$ cat config.mk
export PLATFORM = sky130hd
export DESIGN_NAME = traffic_light
export DESIGN_NICKNAME = d
export VERILOG_FILES = /design/src/rtl/traffic_light.sv
export SDC_FILE = /design/constraint.sdc
export NUM_CORES = 1
export LEC_CHECK = 0
export CAP_MARGIN = 40
export CORE_UTILIZATION = 50
export CTS_CLUSTER_SIZE = 40
export DETAILED_ROUTE_END_ITERATION = 10
export GPL_TIMING_DRIVEN = 0
export MAX_ROUTING_LAYER = met4
export PLACE_DENSITY = 0.7
export SLEW_MARGIN = 25
export SYNTH_ARGS = -nofsm -noshare
export SYNTH_HDL_FRONTEND = slang
export SYNTH_SLANG_ARGS = --single-unit
$ cat constraint.sdc
create_clock -name clk -period 4.1 [get_ports clk]
set_input_delay 1.025 -clock clk [delete_from_list [all_inputs] [get_ports clk]]
set_output_delay 1.025 -clock clk [all_outputs]
set_load 0.03 [all_outputs]
$ cat src/rtl/traffic_light.sv
// Single-approach traffic light: RED/GREEN/YELLOW Moore FSM with a per-state cycle timer.
// Define TRAFFIC_LIGHT_EXTEND_EN to let a waiting vehicle stretch GREEN up to MAX_GREEN cycles.
module traffic_light #(
  parameter int GREEN_TIME  = 4,
  parameter int YELLOW_TIME = 2,
  parameter int RED_TIME    = 3,
  parameter int MAX_GREEN   = 8,
  parameter int CNT_W       = 8
) (
  input  logic       clk,
  input  logic       rst,
  input  logic       s,
  output logic [1:0] light
);

  typedef enum logic [1:0] {
    RED    = 2'b00,
    GREEN  = 2'b01,
    YELLOW = 2'b10
  } state_t;

  localparam logic [CNT_W-1:0] RED_LAST = CNT_W'(RED_TIME - 1);
  localparam logic [CNT_W-1:0] GRN_LAST = CNT_W'(GREEN_TIME - 1);
  localparam logic [CNT_W-1:0] YEL_LAST = CNT_W'(YELLOW_TIME - 1);
`ifdef TRAFFIC_LIGHT_EXTEND_EN
  localparam logic [CNT_W-1:0] MAX_LAST = CNT_W'(MAX_GREEN - 1);
`endif

  // Elaboration-time sanity on the timing parameters.
  generate
    if (GREEN_TIME < 1 || YELLOW_TIME < 1 || RED_TIME < 1 || MAX_GREEN < GREEN_TIME ||
        (2 ** CNT_W) <= MAX_GREEN || (2 ** CNT_W) <= RED_TIME ||
        (2 ** CNT_W) <= YELLOW_TIME)
      $error("traffic_light: illegal timing parameters");
  endgenerate

  state_t           state;
  logic [CNT_W-1:0] timer;

  // light always mirrors the state being entered, so it is a registered Moore output.
  always_ff @(posedge clk or posedge rst) begin
    if (rst) begin
      state <= RED;
      timer <= '0;
      light <= RED;
    end else begin
      unique case (state)
        RED: begin
          if (timer == RED_LAST && s) begin
            state <= GREEN;
            timer <= '0;
            light <= GREEN;
          end else if (timer != RED_LAST) begin
            timer <= timer + 1'b1;
          end
        end
        GREEN: begin
`ifdef TRAFFIC_LIGHT_EXTEND_EN
          if ((!s && timer >= GRN_LAST) || timer == MAX_LAST) begin
`else
          if (timer == GRN_LAST) begin
`endif
            state <= YELLOW;
            timer <= '0;
            light <= YELLOW;
          end else begin
            timer <= timer + 1'b1;
          end
        end
        YELLOW: begin
          if (timer == YEL_LAST) begin
            state <= RED;
            timer <= '0;
            light <= RED;
          end else begin
            timer <= timer + 1'b1;
          end
        end
        default: begin
          state <= RED;
          timer <= '0;
          light <= RED;
        end
      endcase
    end
  end

endmodule

==> results of run 1 <==
## synth_stat cells
library cell,instances
sky130_fd_sc_hd__a2111oi_4,1
sky130_fd_sc_hd__a211oi_1,4
sky130_fd_sc_hd__a21oi_1,1
sky130_fd_sc_hd__a311o_1,1
sky130_fd_sc_hd__a31o_2,2
sky130_fd_sc_hd__a31oi_1,1
sky130_fd_sc_hd__buf_2,1
sky130_fd_sc_hd__clkbuf_2,1
sky130_fd_sc_hd__dfrtp_1,10
sky130_fd_sc_hd__ha_1,3
sky130_fd_sc_hd__inv_1,4
sky130_fd_sc_hd__nand2_1,7
sky130_fd_sc_hd__nand2b_1,1
sky130_fd_sc_hd__nand3_1,5
sky130_fd_sc_hd__nand4_1,2
sky130_fd_sc_hd__nand4bb_1,1
sky130_fd_sc_hd__nor2_1,2
sky130_fd_sc_hd__nor3_1,2
sky130_fd_sc_hd__nor4_2,1
sky130_fd_sc_hd__nor4b_1,1
sky130_fd_sc_hd__o21ai_0,2
sky130_fd_sc_hd__o2bb2ai_1,1
sky130_fd_sc_hd__o31ai_1,3
sky130_fd_sc_hd__o41ai_1,1
sky130_fd_sc_hd__o41ai_4,1
sky130_fd_sc_hd__or3_1,2
sky130_fd_sc_hd__or4_1,1
sky130_fd_sc_hd__or4_4,1
sky130_fd_sc_hd__xor2_1,2
## cells by family after synthesis
group / share of synthesized area [%]
AND/OR/NAND/NOR: 23.09
AO/OA/AOI/OAI: 26.53
flip-flops: 38.17
buffers and inverters: 3.815
adder cells (fa/ha/maj): 5.726
XOR/XNOR: 2.672
## placed cells by master, fill, tap and decap left out
cell and count:
sky130_fd_sc_hd__o21ai_0 2, sky130_fd_sc_hd__a2111oi_4 1, sky130_fd_sc_hd__a31o_2 2, sky130_fd_sc_hd__nand4bb_1 1, sky130_fd_sc_hd__dfrtp_1 10, sky130_fd_sc_hd__inv_1 4
sky130_fd_sc_hd__clkdlybuf4s50_1 4, sky130_fd_sc_hd__nand2b_1 1, sky130_fd_sc_hd__clkbuf_4 3, sky130_fd_sc_hd__a21oi_1 1, sky130_fd_sc_hd__a311o_1 1, sky130_fd_sc_hd__nor4b_1 1
sky130_fd_sc_hd__or3_1 2, sky130_fd_sc_hd__a31oi_1 1, sky130_fd_sc_hd__o41ai_4 1, sky130_fd_sc_hd__or4_1 1, sky130_fd_sc_hd__o31ai_1 3, sky130_fd_sc_hd__o41ai_1 1
sky130_fd_sc_hd__nand2_1 7, sky130_fd_sc_hd__a211oi_1 4, sky130_fd_sc_hd__nor3_1 2, sky130_fd_sc_hd__buf_2 1, sky130_fd_sc_hd__o2bb2ai_1 1, sky130_fd_sc_hd__clkbuf_2 2
sky130_fd_sc_hd__nand3_1 5, sky130_fd_sc_hd__ha_1 3, sky130_fd_sc_hd__xor2_1 2, sky130_fd_sc_hd__nor4_2 1, sky130_fd_sc_hd__nand4_1 2, sky130_fd_sc_hd__nor2_1 2
sky130_fd_sc_hd__or4_4 1
## state kept, by name, indices dropped and copies added (netlist names)
signal  flops
state       2
timer       8
## power by group
| group | switching, mW | internal [mW] |
|---|---|---|
| sequential | 0.0553 | 0.135 |
| clock | 0.0336 | 0.0339 |
| combinational | 0.148 | 0.118 |
## layout make-up
type / count / area [um2] / share of cell area [%]
multi-input combinational: 49 / 380.4 / 51.35
sequential: 10 / 250.2 / 33.78
timing repair buffer: 5 / 45.04 / 6.081
clock buffer: 3 / 22.52 / 3.041
tap: 14 / 17.52 / 2.365
inverter: 4 / 15.01 / 2.027
buffer: 2 / 10.01 / 1.351
## through the flow
stage | power, mW | hold slack (ns)
after CTS | 0.5206 | 0.5583
after detailed placement | 0.4536 | 0.5501
after global routing | 0.5712 | 0.6115
final | 0.5242 | 0.5637
after floorplan | 0.3891 | 0.5541
after global placement | 0.4481 | 0.5453
## worst min-delay path by stage
stage,start,to
2_1_floorplan,timer[7],timer[7]
3_3_place_gp,state[1],state[0]
3_5_place_dp,state[1],state[0]
4_1_cts,state[1],state[0]
5_1_grt,state[1],state[0]
6_report,state[1],state[0]
## metal layers
layer,GRT usage [%],vias up
met5,-,-
met2,33.47,16
li1,-,269
met3,5.233,2
met4,10.71,0
met1,31.72,269
==> flow_metrics.tcl, run 1 <==
set metrics [dict create \
    final_nets 81 \
    timing.critical_path.to "light[0]" \
    post_layout_nonfiller_instances 87 \
    dpl.hpwl_um 914.5 \
    clkSlewWorstSetupHoldPaths_ns 0.06 \
    timing.setup.critical_path_class "reg -> out" \
    syn-instance-count 65 \
    place_worst_setup_slack_ns 1.502 \
    pin_count 5 \
    initial_core_util_pct 56.71 \
    critPathCaptureType "output port" \
    place_area_um2 713.2 \
    yosys.area.top_type_share_pct 38.17 \
    dr.pass1.iters 4 \
    cts.root.buffer_cell "sky130_fd_sc_hd__clkbuf_4" \
    die_h_um 38.21 \
    wirelength_met1_um 631 \
    max_layer_used "met4" \
    grt_antenna_before_repair 0 \
    grt_max_degree 11 \
    period_share_pct 60.21 \
    drt-wirelength-per-cell_um 15.03 \
    total_leakage_power_nw 0.2854 \
    final_routed_wirelength_across_all_metal_layers_mm 1.308 \
    post-route-worst-setup-slack_ns 1.631 \
    worst-path-stages 1 \
    syn-mean-instance-area_um2 10.09 \
    finalInstanceArea_um2 740.7 \
    maxCapViolCount 0 \
    drive_above_1_share_pct 16.44 \
    numCtsBuffers 3 \
    reg2reg_depth 3 \
    finClkSkew_ns 0.002356 \
    drt-initial-drc-count 10 \
    crit-reg2reg-capture "timer[1]" \
    timing.critical_path.from_type "flip-flop" \
    cp-startpoint "state[0]" \
    finalHoldViolations 0 \
    power_per_cell_area_nw_per_um2 707.7 \
    cts_max_level 1 \
    number_of_vias_in_the_routed_layout 556 \
    headroom_to_the_max_slew_limit_pct 52.59 \
    vias_per_cell 6.391 \
    max-clock-path-buffers 2 \
    unrepaired_setup_endpoints_after_global_routing "false" \
    setup_viol 0 \
    cts_sinks 10 \
    io_buf_count 4 \
    final.setup.tns_ns 0 \
    die_wd_um 38.21 \
    critical-path-top-delay-family "buffers and inverters" \
    synth_area_leaders "sky130_fd_sc_hd__dfrtp_1 38%, sky130_fd_sc_hd__ha_1 5.7%, sky130_fd_sc_hd__a211oi_1 4.6%" \
    number_of_nets_produced_by_synthesis 71 \
    gpl.final_weighted_congestion 0.7473 \
    path_cells "clkdlybuf4s50_1" \
    synth_sequential_area_ratio_pct 38.17 \
    path_buf_inv 1 \
    syn-cell-area_um2 655.6 \
    worst_ir_drop_vdd_v 0.0003060 \
    post_route_minimum_period_ns 2.469 \
    run_status "finished clean" \
    hold_class "reg -> reg" \
    syn_to_final_growth_pct 12.98 \
    floorplan.core_area_um2 1156 \
    critical_path.reg2reg.startpoint "timer[2]" \
    gr-total-overflow 0 \
    cell_taking_the_most_area_after_synthesis "sky130_fd_sc_hd__dfrtp_1" \
    postCtsSetupRepairBufs 0 \
    ant_nets 0 \
    reg2reg_slack_ns 2.20 \
    holdBufCountCts 0 \
    worst_ep_required_time_ns 3.07 \
    remaining_drc_errors 0 \
    tightestPinTransition_ns 0.7052 \
    critical-path-max-stage-delay_ns 0.71 \
    postSynthRegisterBits 10 \
    placed_cells 83 \
    utilization_pct 64.07 \
    crit_path_top_delay_cell "sky130_fd_sc_hd__clkdlybuf4s50_1" \
    worstHoldPathCells 1 \
    grt_pass1_vias 489 \
    synth_cell_type_count 29 \
    achievable-frequency_ghz 0.4051 \
    grtUsageTotal_pct 23.48 \
    tritoncts "built" \
    cts-resized-gates 0 \
    antennaDiodeCount 0 \
    global_route_wire_length_before_repair_mm 2.221 \
    fillerInstances 98 \
    ys.warnings.count 0 \
    critical_path_arrival_ns 1.44 \
    area_of_the_die_um2 1460 \
    placement_rows 12 \
    detailroute.wirelength.met3_um 55 \
    met2_length_um 609 \
    critical_path_maximum_fanout 8 \
    drv_slew 0 \
    clk_latency_ns 0.26 \
]
Power figures use the tool's default switching activity.
==> run 2: changes to the inputs <==
clock period = 2.5 ns   (was 4.1 ns; I/O delays follow)
==> results of run 2 <==
Same layout as run 1 (identical final DEF). Status: finished clean.
Main changes from that run: setup slack after placement 1.502 ns -> 0.3017 ns; setup slack after layout 1.631 ns -> 0.4314 ns; register-to-register setup slack 2.20 ns -> 0.60 ns; total power 0.5242 mW -> 0.8597 mW; worst IR drop on VDD 0.0003060 V -> 0.0005019 V
